`src/rtl/tlb_pkg.sv`:
```
// rtl/tlb_pkg.sv - shared encodings and field offsets for the TLB maintenance sequencer
package tlb_pkg;

    localparam logic [2:0] OP_SRCH = 3'd0;
    localparam logic [2:0] OP_RD   = 3'd1;
    localparam logic [2:0] OP_WR   = 3'd2;
    localparam logic [2:0] OP_FILL = 3'd3;
    localparam logic [2:0] OP_INV  = 3'd4;

    typedef enum logic [1:0] {
        ST_IDLE = 2'd0,
        ST_EXEC = 2'd1,
        ST_DONE = 2'd2
    } state_t;

    localparam int ELO_V      = 0;
    localparam int ELO_D      = 1;
    localparam int ELO_PLV_LO = 2;
    localparam int ELO_MAT_LO = 4;
    localparam int ELO_G      = 6;
    localparam int ELO_PPN_LO = 8;
    localparam int IDX_PS_LO  = 24;
    localparam int IDX_NE     = 31;

    localparam logic [5:0] ECODE_TLBR = 6'h3F;
    localparam logic [5:0] PS_4K      = 6'd12;
    localparam logic [5:0] PS_4M      = 6'd22;

    // Rebuild a TLBELO word from the per-page fields of a TLB entry.
    function automatic logic [31:0] pack_elo(input logic [19:0] ppn, input logic g,
                                             input logic [1:0] mat, input logic [1:0] plv,
                                             input logic d, input logic v);
        return {4'b0, ppn, 1'b0, g, mat, plv, d, v};
    endfunction

endpackage

```
`src/rtl/tlb_op_unit_if.sv`:
```
// rtl/tlb_op_unit_if.sv - request/result handshake between WB-stage CSR logic and the sequencer
interface tlb_op_unit_if #(parameter int IW = 4);
    logic          req_valid;
    logic          req_ready;
    logic [2:0]    req_op;
    logic [4:0]    req_inv_op;
    logic [9:0]    req_inv_asid;
    logic [31:0]   req_inv_va;
    logic          done_valid;
    logic [2:0]    res_op;
    logic          res_ne;
    logic [IW-1:0] res_index;
    logic [18:0]   res_ehi_vppn;
    logic [5:0]    res_ps;
    logic [9:0]    res_asid;
    logic [31:0]   res_elo0;
    logic [31:0]   res_elo1;

    modport master (
        output req_valid, req_op, req_inv_op, req_inv_asid, req_inv_va,
        input  req_ready, done_valid, res_op, res_ne, res_index, res_ehi_vppn,
               res_ps, res_asid, res_elo0, res_elo1
    );

    modport slave (
        input  req_valid, req_op, req_inv_op, req_inv_asid, req_inv_va,
        output req_ready, done_valid, res_op, res_ne, res_index, res_ehi_vppn,
               res_ps, res_asid, res_elo0, res_elo1
    );
endinterface

```
`src/rtl/tlb_fill_cnt.sv`:
```
// rtl/tlb_fill_cnt.sv - free-running wrapping counter used as the TLBFILL victim index
module tlb_fill_cnt #(
    parameter int IW = 4
) (
    input  logic          clk,
    input  logic          reset,
    output logic [IW-1:0] cnt
);

    // Advance every cycle; natural IW-bit overflow gives the TLBNUM-1 -> 0 wrap.
    always_ff @(posedge clk) begin
        if (reset) cnt <= '0;
        else       cnt <= cnt + 1'b1;
    end

endmodule

```
`src/rtl/tlb_op_unit.sv`:
```
// rtl/tlb_op_unit.sv - sequencer for TLBSRCH/TLBRD/TLBWR/TLBFILL/INVTLB driving TLB port 1
module tlb_op_unit
    import tlb_pkg::*;
#(
    parameter int TLBNUM = 16,
    parameter int IW     = $clog2(TLBNUM)
) (
    input  logic          clk,
    input  logic          reset,
    tlb_op_unit_if.slave  bus,
    input  logic [9:0]    csr_asid,
    input  logic [18:0]   csr_ehi_vppn,
    input  logic [31:0]   csr_idx,
    input  logic [31:0]   csr_elo0,
    input  logic [31:0]   csr_elo1,
    input  logic [5:0]    csr_ecode,
    output logic [18:0]   s1_vppn,
    output logic          s1_va_bit12,
    output logic [9:0]    s1_asid,
    input  logic          s1_found,
    input  logic [IW-1:0] s1_index,
    output logic          s1_busy,
    output logic          invtlb_valid,
    output logic [4:0]    invtlb_op,
    output logic          we,
    output logic [IW-1:0] w_index,
    output logic          w_e,
    output logic [18:0]   w_vppn,
    output logic [5:0]    w_ps,
    output logic [9:0]    w_asid,
    output logic          w_g,
    output logic [19:0]   w_ppn0,
    output logic [1:0]    w_plv0,
    output logic [1:0]    w_mat0,
    output logic          w_d0,
    output logic          w_v0,
    output logic [19:0]   w_ppn1,
    output logic [1:0]    w_plv1,
    output logic [1:0]    w_mat1,
    output logic          w_d1,
    output logic          w_v1,
    output logic [IW-1:0] r_index,
    input  logic          r_e,
    input  logic [18:0]   r_vppn,
    input  logic [5:0]    r_ps,
    input  logic [9:0]    r_asid,
    input  logic          r_g,
    input  logic [19:0]   r_ppn0,
    input  logic [1:0]    r_plv0,
    input  logic [1:0]    r_mat0,
    input  logic          r_d0,
    input  logic          r_v0,
    input  logic [19:0]   r_ppn1,
    input  logic [1:0]    r_plv1,
    input  logic [1:0]    r_mat1,
    input  logic          r_d1,
    input  logic          r_v1
);

    state_t        state, state_nxt;
    logic [2:0]    op_q;
    logic [IW-1:0] fill_cnt;
    logic          accept;

    logic unused_csr_bits;
    assign unused_csr_bits = ^{csr_idx[30], csr_idx[23:IW], csr_elo0[31:28], csr_elo0[7],
                               csr_elo1[31:28], csr_elo1[7]};

    tlb_fill_cnt #(.IW(IW)) u_fill_cnt (
        .clk   (clk),
        .reset (reset),
        .cnt   (fill_cnt)
    );

    assign accept     = bus.req_valid & bus.req_ready;
    assign bus.res_op = op_q;

    // State register.
    always_ff @(posedge clk) begin
        if (reset) state <= ST_IDLE;
        else        state <= state_nxt;
    end

    // Next state and one-cycle strobes; strobes are masked by reset so an op
    // caught by reset in EXEC/DONE never writes, invalidates or completes.
    always_comb begin
        state_nxt      = state;
        bus.req_ready  = 1'b0;
        bus.done_valid = 1'b0;
        we             = 1'b0;
        invtlb_valid   = 1'b0;
        s1_busy        = 1'b0;
        case (state)
            ST_IDLE: begin
                bus.req_ready = 1'b1;
                if (bus.req_valid) state_nxt = ST_EXEC;
            end
            ST_EXEC: begin
                state_nxt    = ST_DONE;
                we           = ~reset & ((op_q == OP_WR) | (op_q == OP_FILL));
                s1_busy      = ~reset & ((op_q == OP_SRCH) | (op_q == OP_INV));
                invtlb_valid = ~reset & (op_q == OP_INV) & (invtlb_op <= 5'd6);
            end
            ST_DONE: begin
                state_nxt      = ST_IDLE;
                bus.done_valid = ~reset;
            end
            default: state_nxt = ST_IDLE;
        endcase
    end

    // Latch request/CSR operands straight into the registered TLB drives on
    // accept, then capture lookup/read results at the end of EXEC.
    always_ff @(posedge clk) begin
        if (reset) begin
            op_q             <= '0;
            invtlb_op        <= '0;
            s1_vppn          <= '0;
            s1_va_bit12      <= 1'b0;
            s1_asid          <= '0;
            r_index          <= '0;
            w_index          <= '0;
            w_e              <= 1'b0;
            w_vppn           <= '0;
            w_ps             <= '0;
            w_asid           <= '0;
            w_g              <= 1'b0;
            w_ppn0           <= '0;
            w_plv0           <= '0;
            w_mat0           <= '0;
            w_d0             <= 1'b0;
            w_v0             <= 1'b0;
            w_ppn1           <= '0;
            w_plv1           <= '0;
            w_mat1           <= '0;
            w_d1             <= 1'b0;
            w_v1             <= 1'b0;
            bus.res_ne       <= 1'b0;
            bus.res_index    <= '0;
            bus.res_ehi_vppn <= '0;
            bus.res_ps       <= '0;
            bus.res_asid     <= '0;
            bus.res_elo0     <= '0;
            bus.res_elo1     <= '0;
        end else begin
            if (accept) begin
                op_q      <= bus.req_op;
                invtlb_op <= bus.req_inv_op;
                case (bus.req_op)
                    OP_SRCH: begin
                        s1_vppn     <= csr_ehi_vppn;
                        s1_va_bit12 <= 1'b0;
                        s1_asid     <= csr_asid;
                    end
                    OP_RD: r_index <= csr_idx[IW-1:0];
                    OP_WR, OP_FILL: begin
                        w_index <= (bus.req_op == OP_WR) ? csr_idx[IW-1:0] : fill_cnt;
                        w_e     <= (csr_ecode == ECODE_TLBR) ? 1'b1 : ~csr_idx[IDX_NE];
                        w_vppn  <= csr_ehi_vppn;
                        w_ps    <= csr_idx[IDX_PS_LO +: 6];
                        w_asid  <= csr_asid;
                        w_g     <= csr_elo0[ELO_G] & csr_elo1[ELO_G];
                        w_ppn0  <= csr_elo0[ELO_PPN_LO +: 20];
                        w_plv0  <= csr_elo0[ELO_PLV_LO +: 2];
                        w_mat0  <= csr_elo0[ELO_MAT_LO +: 2];
                        w_d0    <= csr_elo0[ELO_D];
                        w_v0    <= csr_elo0[ELO_V];
                        w_ppn1  <= csr_elo1[ELO_PPN_LO +: 20];
                        w_plv1  <= csr_elo1[ELO_PLV_LO +: 2];
                        w_mat1  <= csr_elo1[ELO_MAT_LO +: 2];
                        w_d1    <= csr_elo1[ELO_D];
                        w_v1    <= csr_elo1[ELO_V];
                    end
                    OP_INV: begin
                        s1_vppn     <= bus.req_inv_va[31:13];
                        s1_va_bit12 <= bus.req_inv_va[12];
                        s1_asid     <= bus.req_inv_asid;
                    end
                    default: ;
                endcase
            end
            if (state == ST_EXEC) begin
                case (op_q)
                    OP_SRCH: begin
                        bus.res_ne    <= ~s1_found;
                        bus.res_index <= s1_found ? s1_index : '0;
                    end
                    OP_RD: begin
                        bus.res_ne       <= ~r_e;
                        bus.res_ehi_vppn <= r_e ? r_vppn : '0;
                        bus.res_ps       <= r_e ? r_ps : '0;
                        bus.res_asid     <= r_e ? r_asid : '0;
                        bus.res_elo0     <= r_e ? pack_elo(r_ppn0, r_g, r_mat0, r_plv0, r_d0, r_v0) : '0;
                        bus.res_elo1     <= r_e ? pack_elo(r_ppn1, r_g, r_mat1, r_plv1, r_d1, r_v1) : '0;
                    end
                    default: ;
                endcase
            end
        end
    end

endmodule

```
`src/flat_wrapper.sv`:
```
// flat-port wrapper written by rule: the top's interface ports become plain ports
module tlb_op_unit_flat import tlb_pkg::*;
#(
    parameter int TLBNUM = 16,
    parameter int IW     = $clog2(TLBNUM)
)
  (clk, reset, csr_asid, csr_ehi_vppn, csr_idx, csr_elo0, csr_elo1, csr_ecode, s1_vppn, s1_va_bit12, s1_asid, s1_found, s1_index, s1_busy, invtlb_valid, invtlb_op, we, w_index, w_e, w_vppn, w_ps, w_asid, w_g, w_ppn0, w_plv0, w_mat0, w_d0, w_v0, w_ppn1, w_plv1, w_mat1, w_d1, w_v1, r_index, r_e, r_vppn, r_ps, r_asid, r_g, r_ppn0, r_plv0, r_mat0, r_d0, r_v0, r_ppn1, r_plv1, r_mat1, r_d1, r_v1, bus_req_valid, bus_req_op, bus_req_inv_op, bus_req_inv_asid, bus_req_inv_va, bus_req_ready, bus_done_valid, bus_res_op, bus_res_ne, bus_res_index, bus_res_ehi_vppn, bus_res_ps, bus_res_asid, bus_res_elo0, bus_res_elo1);
  tlb_op_unit_if #(.IW(IW)) bus_i ();
  input  logic clk;
  input  logic reset;
  input  logic [9:0] csr_asid;
  input  logic [18:0] csr_ehi_vppn;
  input  logic [31:0] csr_idx;
  input  logic [31:0] csr_elo0;
  input  logic [31:0] csr_elo1;
  input  logic [5:0] csr_ecode;
  output logic [18:0] s1_vppn;
  output logic s1_va_bit12;
  output logic [9:0] s1_asid;
  input  logic s1_found;
  input  logic [IW-1:0] s1_index;
  output logic s1_busy;
  output logic invtlb_valid;
  output logic [4:0] invtlb_op;
  output logic we;
  output logic [IW-1:0] w_index;
  output logic w_e;
  output logic [18:0] w_vppn;
  output logic [5:0] w_ps;
  output logic [9:0] w_asid;
  output logic w_g;
  output logic [19:0] w_ppn0;
  output logic [1:0] w_plv0;
  output logic [1:0] w_mat0;
  output logic w_d0;
  output logic w_v0;
  output logic [19:0] w_ppn1;
  output logic [1:0] w_plv1;
  output logic [1:0] w_mat1;
  output logic w_d1;
  output logic w_v1;
  output logic [IW-1:0] r_index;
  input  logic r_e;
  input  logic [18:0] r_vppn;
  input  logic [5:0] r_ps;
  input  logic [9:0] r_asid;
  input  logic r_g;
  input  logic [19:0] r_ppn0;
  input  logic [1:0] r_plv0;
  input  logic [1:0] r_mat0;
  input  logic r_d0;
  input  logic r_v0;
  input  logic [19:0] r_ppn1;
  input  logic [1:0] r_plv1;
  input  logic [1:0] r_mat1;
  input  logic r_d1;
  input  logic r_v1;
  input wire logic [$bits(bus_i.req_valid)-1:0] bus_req_valid;
  input wire logic [$bits(bus_i.req_op)-1:0] bus_req_op;
  input wire logic [$bits(bus_i.req_inv_op)-1:0] bus_req_inv_op;
  input wire logic [$bits(bus_i.req_inv_asid)-1:0] bus_req_inv_asid;
  input wire logic [$bits(bus_i.req_inv_va)-1:0] bus_req_inv_va;
  output wire logic [$bits(bus_i.req_ready)-1:0] bus_req_ready;
  output wire logic [$bits(bus_i.done_valid)-1:0] bus_done_valid;
  output wire logic [$bits(bus_i.res_op)-1:0] bus_res_op;
  output wire logic [$bits(bus_i.res_ne)-1:0] bus_res_ne;
  output wire logic [$bits(bus_i.res_index)-1:0] bus_res_index;
  output wire logic [$bits(bus_i.res_ehi_vppn)-1:0] bus_res_ehi_vppn;
  output wire logic [$bits(bus_i.res_ps)-1:0] bus_res_ps;
  output wire logic [$bits(bus_i.res_asid)-1:0] bus_res_asid;
  output wire logic [$bits(bus_i.res_elo0)-1:0] bus_res_elo0;
  output wire logic [$bits(bus_i.res_elo1)-1:0] bus_res_elo1;
  assign bus_i.req_valid = bus_req_valid;
  assign bus_i.req_op = bus_req_op;
  assign bus_i.req_inv_op = bus_req_inv_op;
  assign bus_i.req_inv_asid = bus_req_inv_asid;
  assign bus_i.req_inv_va = bus_req_inv_va;
  assign bus_req_ready = bus_i.req_ready;
  assign bus_done_valid = bus_i.done_valid;
  assign bus_res_op = bus_i.res_op;
  assign bus_res_ne = bus_i.res_ne;
  assign bus_res_index = bus_i.res_index;
  assign bus_res_ehi_vppn = bus_i.res_ehi_vppn;
  assign bus_res_ps = bus_i.res_ps;
  assign bus_res_asid = bus_i.res_asid;
  assign bus_res_elo0 = bus_i.res_elo0;
  assign bus_res_elo1 = bus_i.res_elo1;
  tlb_op_unit #(.TLBNUM(TLBNUM), .IW(IW)) u_core (.clk(clk), .reset(reset), .bus(bus_i), .csr_asid(csr_asid), .csr_ehi_vppn(csr_ehi_vppn), .csr_idx(csr_idx), .csr_elo0(csr_elo0), .csr_elo1(csr_elo1), .csr_ecode(csr_ecode), .s1_vppn(s1_vppn), .s1_va_bit12(s1_va_bit12), .s1_asid(s1_asid), .s1_found(s1_found), .s1_index(s1_index), .s1_busy(s1_busy), .invtlb_valid(invtlb_valid), .invtlb_op(invtlb_op), .we(we), .w_index(w_index), .w_e(w_e), .w_vppn(w_vppn), .w_ps(w_ps), .w_asid(w_asid), .w_g(w_g), .w_ppn0(w_ppn0), .w_plv0(w_plv0), .w_mat0(w_mat0), .w_d0(w_d0), .w_v0(w_v0), .w_ppn1(w_ppn1), .w_plv1(w_plv1), .w_mat1(w_mat1), .w_d1(w_d1), .w_v1(w_v1), .r_index(r_index), .r_e(r_e), .r_vppn(r_vppn), .r_ps(r_ps), .r_asid(r_asid), .r_g(r_g), .r_ppn0(r_ppn0), .r_plv0(r_plv0), .r_mat0(r_mat0), .r_d0(r_d0), .r_v0(r_v0), .r_ppn1(r_ppn1), .r_plv1(r_plv1), .r_mat1(r_mat1), .r_d1(r_d1), .r_v1(r_v1));
endmodule
```
`config.mk`:
```
export PLATFORM = sky130hd
export DESIGN_NAME = tlb_op_unit_flat
export DESIGN_NICKNAME = d
export VERILOG_FILES = /design/src/rtl/tlb_pkg.sv /design/src/rtl/tlb_op_unit_if.sv /design/src/rtl/tlb_fill_cnt.sv /design/src/rtl/tlb_op_unit.sv /design/src/flat_wrapper.sv
export SDC_FILE = /design/constraint.sdc
export NUM_CORES = 1
export LEC_CHECK = 0
export ABC_CLOCK_PERIOD_IN_PS = 4670
export BUFFER_PORTS_ARGS = -buffer_cell sky130_fd_sc_hd__buf_2
export CAP_MARGIN = 5
export CORE_AREA = 4 4 200 202
export DETAILED_ROUTE_END_ITERATION = 12
export DIE_AREA = 0 0 204 206
export PLACE_DENSITY_LB_ADDON = 0.3
export SLEW_MARGIN = 40
export SYNTH_ARGS = -nofsm -noshare
export SYNTH_HDL_FRONTEND = slang
export SYNTH_SLANG_ARGS = --single-unit
```
`constraint.sdc`:
```
create_clock -name clk -period 4.67 [get_ports clk]
set_clock_uncertainty 0.1 [all_clocks]
set_input_delay 0.7005 -clock clk [delete_from_list [all_inputs] [get_ports clk]]
set_output_delay 0.7005 -clock clk [all_outputs]
set_load 0.01 [all_outputs]
```
# After elaboration in Yosys (flattened, before gate mapping)
# Index checks and enable logic that the tools add are counted.
dict set report totals {
  elab_cells 88
  inputBits 278
  register_bits 245
}
dict set report op_classes {
  reduce_logical 12
  add_sub_neg 1
  bitwise_logic 12
  eq_ne 12
  order_cmp 1
  muxes 19
}
# op n
set ops {}
lappend ops {{2-to-1 mux 28 bit} 2}
lappend ops {{case mux 19 bit (2 select lines)} 1}
lappend ops {{case mux 10 bit (2 select lines)} 1}
lappend ops {{2-to-1 mux 19 bit} 1}
lappend ops {{equality test 3 x 2 -> 1 bit (second input constant)} 4}
lappend ops {{AND reduction 2 bit} 6}
lappend ops {{2-to-1 mux 10 bit} 1}
lappend ops {{2-to-1 mux 4 bit} 2}
lappend ops {{bitwise AND 1 bit} 6}
lappend ops {{equality test 3 x 1 -> 1 bit (second input constant)} 2}
lappend ops {{equality test 3 bit (second input constant)} 2}
lappend ops {{equality test 6 bit (second input constant)} 1}
lappend ops {{zero test 3 bit} 2}
lappend ops {{2-to-1 mux 1 bit} 6}
lappend ops {{2-to-1 mux 6 bit} 1}
lappend ops {{<= comparator 5 x 3 -> 1 bit (second input constant)} 1}
lappend ops {{adder 4 x 1 -> 4 bit (second input constant)} 1}
lappend ops {{NOT 1 bit} 4}
lappend ops {{case mux 1 bit (2 select lines)} 2}
lappend ops {{case mux 2 bit (2 select lines)} 1}
lappend ops {{nonzero test 2 bit} 2}
lappend ops {{equality test 2 x 1 -> 1 bit (second input constant)} 1}
lappend ops {{equality test 2 bit (second input constant)} 1}
lappend ops {{zero test 2 bit} 1}
lappend ops {{4 further kinds} 5}

# Logic depth before layout (Yosys ltp)
dict set report depth {
  depth_word 4
  depth_mapped 7
  mapped_depth_nobuf 3
}

# Modules after synthesis
# From an unflattened synthesis, not the netlist that was laid out.
dict set report unflattened {
  cells_unflattened 1101
  hier_area_um2 9427.8
}
# module cells_per_inst area_each_um2 instances
set modules_own_cells {}
lappend modules_own_cells {tlb_op_unit 1088 9277.6 1}
lappend modules_own_cells {tlb_fill_cnt 13 150.1 1}

# Worst setup path after synthesis
# OpenSTA, ideal clock, no wires.
dict set report synth_timing {
  kind {input-to-output}
  startpoint {in reset}
  endpoint {out invtlb_valid}
  stages 4
  n_path_buf 1
  arrival_ns 1.412
  slack_ns 2.457
  path_cell_list {clkbuf_1 -> nor2_1 -> nand2_1 -> nor4_1}
}
dict set report synth_between {
  elab_chain_cells 4
}
# item line_no
set synth_rtl {}
lappend synth_rtl {{from (decl)} flat_wrapper.sv:10} ;# input logic reset;
lappend synth_rtl {{NOT 1 bit} tlb_op_unit.sv:102} ;# invtlb_valid = ~reset & (op_q == OP_INV) & (invtlb_op <= 5'd6);
lappend synth_rtl {{bitwise AND 1 bit (2 in a row)} tlb_op_unit.sv:102}
lappend synth_rtl {{2-to-1 mux 1 bit} tlb_op_unit.sv:93} ;# case (state)
lappend synth_rtl {{to (decl)} flat_wrapper.sv:23} ;# output logic invtlb_valid;
# No other way between the ends.

# Worst setup path after layout
dict set report layout_timing {
  startpoint {reg u_core.op_q[2], in the netlist u_core.bus.res_op[2]}
  endpoint {out invtlb_valid}
}
dict set report layout_between {
  elab_chain_cells 4
}
# item line_no
set layout_rtl {}
lappend layout_rtl {{from (decl)} tlb_op_unit.sv:61} ;# logic [2:0] op_q;
lappend layout_rtl {{from (signal assigned)} tlb_op_unit.sv:147} ;# op_q <= bus.req_op;
lappend layout_rtl {{equality test 3 bit} tlb_op_unit.sv:102}
lappend layout_rtl {{bitwise AND 1 bit (2 in a row)} tlb_op_unit.sv:102}
lappend layout_rtl {{2-to-1 mux 1 bit} tlb_op_unit.sv:93}
# No other way between the ends.

==> run_results.csv <==
group,metric,value,unit
cells_and_area,nFillCells,4121,
worst_setup_path,worstSetupStartpointType,"flip-flop",
timing,fin_crit_sh,55.80,%
grt,antenna_found_initial,9,
drt,vias_per_cell,4.952,
pwr,p_per_area,368.9,nW/um^2
synthesis,async_reset_ff_share,0,%
die,die_h,206,um
clock_tree,cts_root_buf,"clkbuf_16",
clock_tree,clk_path_buf_depth,3,
die,core,38290,sq um
drt,wire_per_inst,18.42,um
synthesis,syn_area,9463,sq um
timing,slew_violations,0,
pwr,p_int,3.558,mW
pwr,ir_worst_vdd,210.3,uV
cells_and_area,final_util,33.81,%
clock_tree,worstSkewPairLatency,540,ps
pwr,p_sw,1.218,mW
synthesis,synth_cell_types,40,
timing,fin_tns_setup,0,ps
die,row_count,72,
synthesis,synthCells,1101,
drt,finalWirelength,37.30,mm
drt,drt_drc_violations_left,0,
worst_setup_path,crit_path_max_incr_delay,600,ps
worst_setup_path,required,3870,ps
grt,grt-ovfl-total,0,
place,place_ws,1887,ps
worst_setup_path,crit_chain,"nor3b_1, nand2_1, nor4_1, buf_2",
drt,drtPass1Iterations,5,
drt,routed-via-count,10030,
grt,grt_pass1_vias,9669,
grt,grt_use_total,16.22,%
place,io_buffers,468,
timing,hold_ws,248.2,ps
worst_setup_path,cp_slowest_cell,"dfxtp_1",
clock_tree,cts_made_buffers,28,
synthesis,ys.warnings.count,0,
worst_setup_path,crit_fanout,8,
worst_setup_path,arrival,1810,ps
cells_and_area,areaGrowthSynthToFinish,36.81,%
grt,grt_pass1_wl,55.83,mm
timing,min_period,2606,ps
clock_tree,cts.sink_count,234,
synthesis,seq_area_frac_synth,49.50,%
worst_hold_path,hold_path_class,"in2reg",
clock_tree,htreeDepth,1,
clock_tree,cts_resized,0,
worst_setup_path,critPathCaptureType,"output pin",
pwr,swShare,25.50,%
cells_and_area,drive_above_1_share,36.02,%
clock_tree,post_cts_buffers,0,
grt,grt_max_degree,98,
pwr,power.leakage,5.480,nW
synthesis,synth_edf_count,0,
timing,report.final.hold_viol_count,0,
timing,rsz0062_at_grt,"no",
synthesis,postSynthAreaPerCell,8.595,sq um
drt,dr.first_iter.drc_count,540,
cells_and_area,nets,1761,
drt,ant_nets,0,
pwr,pwr-share-clk,45.5,%
flow_run,timing.max_cap.violations,0,
timing,setup_viol,0,
die,pin_count,522,
pwr,power_frac_seq,43.6,%
timing,max_freq,383.7,MHz
synthesis,ys_ff_latch,234,
worst_setup_path,critPathKind,"reg2out",
pwr,power,4.776,mW
timing,slew_headroom,45.00,%
timing,fin_ws,2064,ps
die,dieArea,42020,sq um
synthesis,yosys_most_used_dff,"dfxtp_1",
outcome,status,"complete, no violations",
timing,worst_slew_pin_slew,822.1,ps
place,dpl.hpwl,25.57,mm
die,die_x,204,um
clock_tree,holdBufCountCts,0,
clock_tree,cts_tree,"built",
clock_tree,clkTransAtPathRegs,60,ps
place,gp_congestion,0.7872,
pwr,power_frac_comb,11.0,%
die,start_util,24.72,%
-- through the flow --
step | instances | cell area (sq um)
after floorplan | 1110 | 9497
after global placement | 1967 | 11940
after detailed placement | 1970 | 12010
after CTS | 2020 | 12930
after global routing | 2022 | 12940
final | 2025 | 12950
-- worst paths after layout --
path | endpoint | startpoint | depth (start not counted) | slack (ps)
max reg2reg | u_core.w_e$_SDFFE_PP0P_ | u_core.state[1]$_SDFFE_PP0P_ | 4 | 2200
max | invtlb_valid | u_core.bus.res_op[2]$_SDFFE_PP0P_ | 4 | 2060
min | u_core.w_e$_SDFFE_PP0P_ | csr_idx[31] | 2 | 250
min reg2reg | u_core.bus.res_asid[4]$_SDFFE_PP0P_ | u_core.bus.res_asid[4]$_SDFFE_PP0P_ | 2 | 370
-- cell usage after synthesis (all sizes together), types with 2 or more instances --
library cell	n	share of area, %
a211oi	33	2.6
a21oi	223	12
buf	57	4.0
clkbuf	88	3.5
dfxtp	234	50
inv	2	0.079
mux2i	38	4.0
nand2	20	0.79
nand2b	10	0.66
nand3	90	4.8
nand4	93	6.1
nor2	9	0.36
nor3	3	0.21
nor3b	4	0.44
o21ai	180	9.5
-- cells by family after synthesis --
| kind of cell | Yosys count | synth area share [%] |
|---|---|---|
| buf+inv | 147 | 7.550 |
| other cells | 1 | 0.03963 |
| simple gates | 240 | 14.41 |
| flops | 234 | 49.50 |
| mux | 38 | 4.020 |
| xor+xnor | 2 | 0.1851 |
| fa+ha+maj | 1 | 0.1322 |
| compound gates | 438 | 24.16 |
-- flip-flops by register name (all words and copies together), names as in the netlist, 19 cells and up --
register,cells
u_core.bus.res_elo1,27
u_core.bus.res_elo0,26
u_core.w_ppn0,20
u_core.w_ppn1,20
u_core.bus.res_ehi_vppn,19
u_core.s1_vppn,19
u_core.w_vppn,19
-- power by group through the flow --
stage               combinational (mW)  sequential [mW]  clock (mW)
floorplan                        0.272             2.14           0
global placement                 0.518             2.12           0
detailed placement               0.527             2.12           0
CTS                              0.528             2.08        2.24
global route                     0.576             2.09        2.31
finish                           0.523             2.08        2.17
-- cell usage in the layout (no fill, tap or decap), types with 2 or more instances in the layout --
cell         n
buf_2      467
o21ai_1     15
a21oi_1    222
nand2b_1    10
conb_1      10
clkinv_2     2
a211oi_1    33
buf_6        3
clkbuf_16   29
diode_2      5
clkbuf_8     9
clkbuf_1     8
nand4_1     93
dfxtp_1    233
nor2_1       8
mux2i_1     38
buf_4       14
o21ai_0    165
buf_12       3
nand2_1     19
nor3b_1      3
nand3_1     90
-- worst max-delay path: cells and delay by family (launching register included) --
kind	cells	cell delay (ps)
AND/OR/NAND/NOR	3	470
flip-flops	1	600
buffers and inverters	1	190
-- metal layers --
metal,share of wire (%),track usage (%)
met4,2.3,4.307
met1,40,20.11
met5,0.18,0
met2,46,26.63
met3,11,6.167
-- area by class of cell --
type	count	area (sq um)	area share, %
antenna	5	12.51	0.09665
clock buffer	46	879.6	6.794
clock inverter	4	47.55	0.3673
inverter	2	7.507	0.05799
multi-input combinational	729	4126	31.87
sequential	234	4688	36.21
tap	518	648.1	5.006
timing repair buffer	487	2536	19.59
(Power assumes the default switching activity.)
